<file path="src/rtl/ifu_fetch.sv">
// Instruction fetch stage: holds the PC, issues one imem request at a time and buffers the word for decode.
// Optional macro IFU_MISALIGN_CHK_EN: raise a misaligned-fetch fault instead of forcing PC[1:0] to zero.
`ifndef XLEN
`define XLEN 32
`endif

module ifu_fetch #(
  parameter logic [`XLEN-1:0] RESET_PC = `XLEN'h8000_0000
) (
  input  logic              clk,
  input  logic              rst,
  input  logic              redirect_valid,
  input  logic [`XLEN-1:0]  redirect_pc,
  output logic              imem_req_valid,
  input  logic              imem_req_ready,
  output logic [`XLEN-1:0]  imem_req_addr,
  input  logic              imem_resp_valid,
  input  logic [31:0]       imem_resp_data,
  output logic              inst_valid,
  input  logic              inst_ready,
  output logic [31:0]       inst,
  output logic [`XLEN-1:0]  inst_pc,
  output logic              inst_misalign
);

  localparam logic [31:0] NOP = 32'h0000_0013;

  typedef enum logic [1:0] {S_REQ, S_WAIT, S_HOLD, S_DROP} state_e;

  state_e            state_q, state_d;
  logic [`XLEN-1:0]  pc_q, pc_d;
  logic [`XLEN-1:0]  inst_pc_q, inst_pc_d;
  logic [31:0]       inst_q, inst_d;
  logic              misalign_q, misalign_d;
  logic              pc_misaligned;

  function automatic logic [`XLEN-1:0] align_pc(input logic [`XLEN-1:0] pc);
`ifdef IFU_MISALIGN_CHK_EN
    return pc;
`else
    return {pc[`XLEN-1:2], 2'b00};
`endif
  endfunction

`ifdef IFU_MISALIGN_CHK_EN
  assign pc_misaligned = (pc_q[1:0] != 2'b00);
`else
  assign pc_misaligned = 1'b0;
`endif

  always_comb begin
    state_d        = state_q;
    pc_d           = pc_q;
    inst_d         = inst_q;
    inst_pc_d      = inst_pc_q;
    misalign_d     = misalign_q;
    imem_req_valid = 1'b0;

    case (state_q)
      S_REQ: begin
        imem_req_valid = !redirect_valid && !pc_misaligned;
        if (redirect_valid) begin
          pc_d = align_pc(redirect_pc);
        end else if (pc_misaligned) begin
          // Fault takes the instruction slot without touching memory.
          state_d    = S_HOLD;
          inst_d     = NOP;
          inst_pc_d  = pc_q;
          misalign_d = 1'b1;
        end else if (imem_req_ready) begin
          state_d = S_WAIT;
        end
      end
      S_WAIT: begin
        if (redirect_valid) begin
          pc_d    = align_pc(redirect_pc);
          state_d = imem_resp_valid ? S_REQ : S_DROP;
        end else if (imem_resp_valid) begin
          state_d    = S_HOLD;
          inst_d     = imem_resp_data;
          inst_pc_d  = pc_q;
          misalign_d = 1'b0;
        end
      end
      S_HOLD: begin
        if (redirect_valid) begin
          pc_d    = align_pc(redirect_pc);
          state_d = S_REQ;
        end else if (inst_ready) begin
          pc_d    = align_pc(pc_q + `XLEN'(4));
          state_d = S_REQ;
        end
      end
      S_DROP: begin
        // The killed response must still drain before a new request may go out.
        if (redirect_valid) pc_d = align_pc(redirect_pc);
        if (imem_resp_valid) state_d = S_REQ;
      end
      default: state_d = S_REQ;
    endcase

    if (rst) imem_req_valid = 1'b0;
  end

  always_ff @(posedge clk) begin
    if (rst) begin
      state_q    <= S_REQ;
      pc_q       <= align_pc(RESET_PC);
      inst_q     <= NOP;
      inst_pc_q  <= align_pc(RESET_PC);
      misalign_q <= 1'b0;
    end else begin
      state_q    <= state_d;
      pc_q       <= pc_d;
      inst_q     <= inst_d;
      inst_pc_q  <= inst_pc_d;
      misalign_q <= misalign_d;
    end
  end

  assign imem_req_addr = pc_q;
  assign inst_valid    = (state_q == S_HOLD);
  assign inst          = inst_q;
  assign inst_pc       = inst_pc_q;
  assign inst_misalign = misalign_q;

endmodule

</file>
<file path="config.mk">
export PLATFORM = sky130hd
export DESIGN_NAME = ifu_fetch
export DESIGN_NICKNAME = d
export VERILOG_FILES = /design/src/rtl/ifu_fetch.sv
export SDC_FILE = /design/constraint.sdc
export NUM_CORES = 1
export LEC_CHECK = 0
export CAP_MARGIN = 20
export CORE_MARGIN = 2
export CORE_UTILIZATION = 40
export CTS_BUF_LIST = sky130_fd_sc_hd__clkbuf_2 sky130_fd_sc_hd__clkbuf_4 sky130_fd_sc_hd__clkbuf_8
export DETAILED_ROUTE_END_ITERATION = 7
export DONT_BUFFER_PORTS = 1
export GPL_ROUTABILITY_DRIVEN = 0
export GPL_TIMING_DRIVEN = 1
export PLACE_DENSITY_LB_ADDON = 0.25
export REMOVE_ABC_BUFFERS = 1
export SLEW_MARGIN = 20
export SYNTH_ARGS = -nofsm -noshare
export SYNTH_HDL_FRONTEND = slang
export SYNTH_SLANG_ARGS = --single-unit
</file>
<file path="constraint.sdc">
create_clock -name clk -period 2.1 [get_ports clk]
set_input_delay 0.21 -clock clk [delete_from_list [all_inputs] [get_ports clk]]
set_output_delay 0.21 -clock clk [all_outputs]
set_load 0.1 [all_outputs]
</file>
# After elaboration in Yosys (flattened, before gate mapping)
# Index checks and enable logic that the tools add are counted.
# Widths: inputs -> output; s select.
totals:
  register_bits: 98
  wordCells: 36
op_classes:
  n_mux: 15
  eq_ne: 9
  bitwise_logic: 1
  addsub: 1
  reduce_logical: 6
ops:
  columns: ["op", "count"]
  rows:
  - ["$mux 32", 3]
  - ["$pmux 32 s2", 1]
  - ["$add 32x3->32 const B", 1]
  - ["$mux 2", 8]
  - ["$pmux 2 s4", 1]
  - ["$ne 2x2->1 const B", 3]
  - ["$reduce_and 5->1", 1]
  - ["$eq 2x2->1 const B", 2]
  - ["$ne 3x2->1 const B", 1]
  - ["$ne 3x3->1 const B", 1]
  - ["$reduce_and 3->1", 1]
  - ["$reduce_or 3->1", 1]
  - ["$eq 2x1->1 const B", 1]
  - ["$logic_not 2->1", 1]
  - ["$mux 1", 2]
  - ["$ne 2x1->1 const B", 1]
  - ["$reduce_and 2->1", 1]
  - ["$logic_not 1->1", 1]
  - ["$not 1->1", 1]

# Depth between registers and ports, before layout
depth:
  ltp_word: 4
  ltp_mapped: 7

# Worst setup path after synthesis
# No wires, ideal clock.
synth_timing:
  path_type: "input port to flip-flop"
  startpoint: "input redirect_valid"
  endpoint: "register state_q[0]"
  path_buffers: 2
  path_slack_ps: -1755
  path_stages: 5
  setup_time_ps: 77
  arrival_ps: 3778
  cell_sequence: "clkbuf_1 -> buf_1 -> nor4_1 -> nand2_1 -> o21ai_0"
synth_between:
  elab_chain_len: 2
  elab_cells_between_ends: 7
synth_rtl:
  columns: ["item", "line", "source"]
  rows:
  - ["start, declared", "12", "input logic redirect_valid,"]
  - ["$ne 3x2->1 (no line) (tied with other cells)", null, null]
  - ["$reduce_and 5->1 (no line) or $pmux 2 s4 (tied branches)", null, null]
  - ["end signal, assigned", "113", "state_q <= state_d;"]
  - ["end, declared", "30", "state_e state_q, state_d;"]
# Several ways; a longest one is shown, not always the timed one.
# A chain may end at the register's enable or synchronous reset.

# Final worst setup path
layout_timing:
  startpoint: "register state_q[1]"
  endpoint: "register pc_q[17], in the netlist imem_req_addr[17]"
layout_between:
  elab_chain_len: 4
  elab_cells_between_ends: 9
layout_rtl:
  columns: ["item", "line", "source"]
  rows:
  - ["$eq 2x2->1 (tied with other cells)", "59", "case (state_q)"]
  - ["$reduce_or 3->1 (no line)", null, null]
  - ["$ne 2x1->1 (no line)", null, null]
  - ["$reduce_and 2->1 (no line)", null, null]
  - ["end signal, assigned", "108", "pc_q <= align_pc(RESET_PC);"]
  - ["end signal, assigned", "114", "pc_q <= pc_d;"]
  - ["end, declared", "31", "logic [`XLEN-1:0] pc_q, pc_d;"]
# Several ways; a longest one is shown, not always the timed one.

==> results.json <==
{
  "portBuffers": 0,
  "whs_ns": 0.0136,
  "critPathTopFamily": "simple AND/OR/NAND/NOR gates",
  "synthToLayoutAreaGrowth_pct": 36.9,
  "grt_first_pass_wirelength_um": 20100,
  "synth-compound-area-share": 0.180,
  "drcViolationCount": 0,
  "required_ns": 2.35,
  "fin_skew_ns": 0.0103,
  "drt-total-wl_um": 13200,
  "synthSimpleGateAreaFrac": 0.285,
  "via_count": 4242,
  "synth.avg_cell_area_um2": 7.85,
  "yosys.cell_types.count": 54,
  "synth_top_family_by_area": "simple AND/OR/NAND/NOR gates",
  "synth_xor_area_frac": 0.0148,
  "n_antenna_cell": 0,
  "leakage_nw": 2.16,
  "relSlewSlack": 0.632,
  "viasPerCell": 5.36,
  "yosysWarningCount": 0,
  "cts.clk_slew.worst_paths_ns": 0.09,
  "finalSetupViolCount": 0,
  "cts-root-buf": "clkbuf_8",
  "synthMuxAreaShare": 0.00544,
  "hold_end": "inst[1]",
  "fillers": 918,
  "die-area_um2": 11200,
  "layout_common_cells": "nand2_1, buf_4, dfxtp_1",
  "vdd.ir_drop.worst_mv": 0.402,
  "crit_slowest_cell": "or3_1",
  "maxCapViolations": 0,
  "reg2regPathDepth": 4,
  "cts_setup_buffers": 0,
  "power.density_nw_per_um2": 746,
  "arrival_ns": 2.27,
  "grt_pass1_vias": 4076,
  "layout_commonest_cell": "nand2_1",
  "placedCellCount": 733,
  "period_share": 0.961,
  "die_w_um": 106,
  "path_buf_inv": 0,
  "synth_enable_flop_cells": 0,
  "wl_per_cell_um": 16.6,
  "clk_latency_ns": 0.36,
  "r2r_slack_ns": 0.08,
  "end_kind": "flip-flop",
  "cp_slowest_stage_delay_ns": 0.57,
  "grt_usage": 0.225,
  "crit_fanout": 10,
  "grt_max_degree": 77,
  "dpl-instance-area_um2": 4980,
  "clockBufferDepth": 2,
  "timing.rr.start": "state_q[1]",
  "synth-seq-cells": 94,
  "io_pins": 169,
  "finalHoldViolations": 0,
  "finish.instance_area_um2": 5670,
  "worst_pin_slew_ns": 0.548,
  "rsz0062_at_grt": "no",
  "first_pass_iters": 5,
  "cts_htree_levels": 3,
  "min_from": "imem_resp_data[1]",
  "min_path_type": "input port to flip-flop",
  "place_hpwl_um": 8780,
  "startpoint_type": "flip-flop",
  "cp_cell_sequence": "nand4b_4, or3_1, o31a_1, o311a_1",
  "drtAntennaViolNets": 0,
  "synth_flop_cell": "dfxtp_1",
  "fp.dieH_um": 106,
  "fin_util": 0.556,
  "async_reset_ff_frac": 0,
  "final_net_count": 721,
  "drv_slew": 0,
  "period_minus_slack_ns": 2.02,
  "fmax_ghz": 0.495,
  "hold_path_depth": 2,
  "synth_fa_ha_area_frac": 0.00302,
  "r2r_end": "imem_req_addr[17]",
  "clock_sinks": 94,
  "outcome": "finished, final reports clean",
  "core_area_um2": 10200,
  "cts_buffers": 9,
  "drt_iter0_markers": 369,
  "drive_gt1_frac": 0.215,
  "overflow": 0,
  "rows": 37,
  "cts_tree": "built",
  "worstSetupPathType": "flip-flop to flip-flop",
  "synth_area_um2": 4140,
  "start_util": 0.406,
  "layoutNonFillerInstCount": 791,
  "yosysSeqAreaShare": 0.455,
  "netlist_instances": 527,
  "grt_antenna_before_repair": 1
}
==> how the worst max path moves through the flow <==
stage / cells past startpoint / slack [ns] / from / endpoint
CTS: 4 / 0.09 / state_q[1] / imem_req_addr[17]
floorplan: 3 / -1.57 / state_q[1] / state_q[0]
detailed placement: 4 / 0.11 / state_q[1] / imem_req_addr[17]
finish: 4 / 0.08 / state_q[1] / imem_req_addr[17]
global route: 4 / 0.01 / state_q[1] / imem_req_addr[17]
global placement: 4 / 0.16 / state_q[1] / imem_req_addr[17]
==> power by group <==
part | internal [W] | total [W] | leakage (nW) | switching [W]
Sequential | 0.00184 | 0.00188 | 0.766 | 0.0000366
Clock | 0.000823 | 0.00146 | 0.121 | 0.000642
Combinational | 0.000211 | 0.000884 | 1.27 | 0.000673
==> Yosys cell counts, types with 2 or more instances <==
master,instances,area (um2)
clkbuf_1,33,124
a32oi_1,2,17.5
nor3_1,11,55.1
o21ai_0,16,80.1
dfxtp_1,94,1880
nand4b_1,5,43.8
mux2_2,2,22.5
nor4_1,11,68.8
buf_2,2,10.0
nand2b_1,2,12.5
xnor2_1,5,43.8
or4_1,4,30.0
o41ai_1,3,26.3
or3_1,10,62.6
buf_4,5,37.5
nor2b_1,3,18.8
buf_1,2,7.51
o31ai_1,2,15.0
nand3_1,13,65.1
or2_2,2,12.5
a211oi_1,8,60.1
o211a_1,2,20.0
a21oi_1,60,300
nand2_1,144,541
nor2_1,22,82.6
buf_6,2,22.5
o31a_1,3,26.3
and4_1,2,17.5
nand4_1,11,68.8
inv_1,7,26.3
a31oi_1,5,31.3
and3_1,3,18.8
xor2_1,2,17.5
a311oi_1,9,78.8
==> through the flow <==
step	worst slack (ns)	setup TNS (ns)	power, W
floorplan	-1.57	-10.90	0.00254
global route	0.0111	0	0.00436
finish	0.0817	0	0.00423
global placement	0.159	0	0.00270
detailed placement	0.105	0	0.00271
CTS	0.0875	0	0.00426
==> worst register-to-register path: stages, from the launching register on <==
cell      delay (ns)
dfxtp_1         0.50
nand4b_4        0.21
or3_1           0.57
o31a_1          0.34
o311a_1         0.29
==> cell type report <==
class / count / area (um2) / area share
Inverter: 7 / 26.3 / 0.00464
Sequential cell: 94 / 1880 / 0.332
Clock inverter: 5 / 106 / 0.0188
Tap cell: 136 / 170 / 0.0300
Timing Repair Buffer: 153 / 1290 / 0.227
Multi-Input combinational cell: 385 / 2050 / 0.362
Clock buffer: 11 / 139 / 0.0245
==> kinds of logic after synthesis <==
kind of cell / count (synthesis)
and+or+nand+nor: 250
AOI/OAI and AO/OA: 120
DFF: 94
buffers and inverters: 52
xor gates and xnor gates: 7
muxes: 2
adders and majority gates: 1
other: 1
==> sequential cells by signal, summed over array words and instances, names as in the netlist <==
register       flops
inst              32
state_q            2
inst_pc           30
imem_req_addr     30
==> timing repair <==
action,in CTS,in global routing
hold buffers,42,0
endpoints found under the hold margin,81,0
gates resized for setup,0,0
==> metal layers <==
metal  up-vias  global-route usage  routed length (um)
li1       2097                   -                   -
met5         -                   0                   9
met4         2              0.0808                 236
met1      1923               0.262                5470
met2       196               0.388                6160
met3        24              0.0705                1300
No activity file was read; power rests on OpenSTA's default activity.
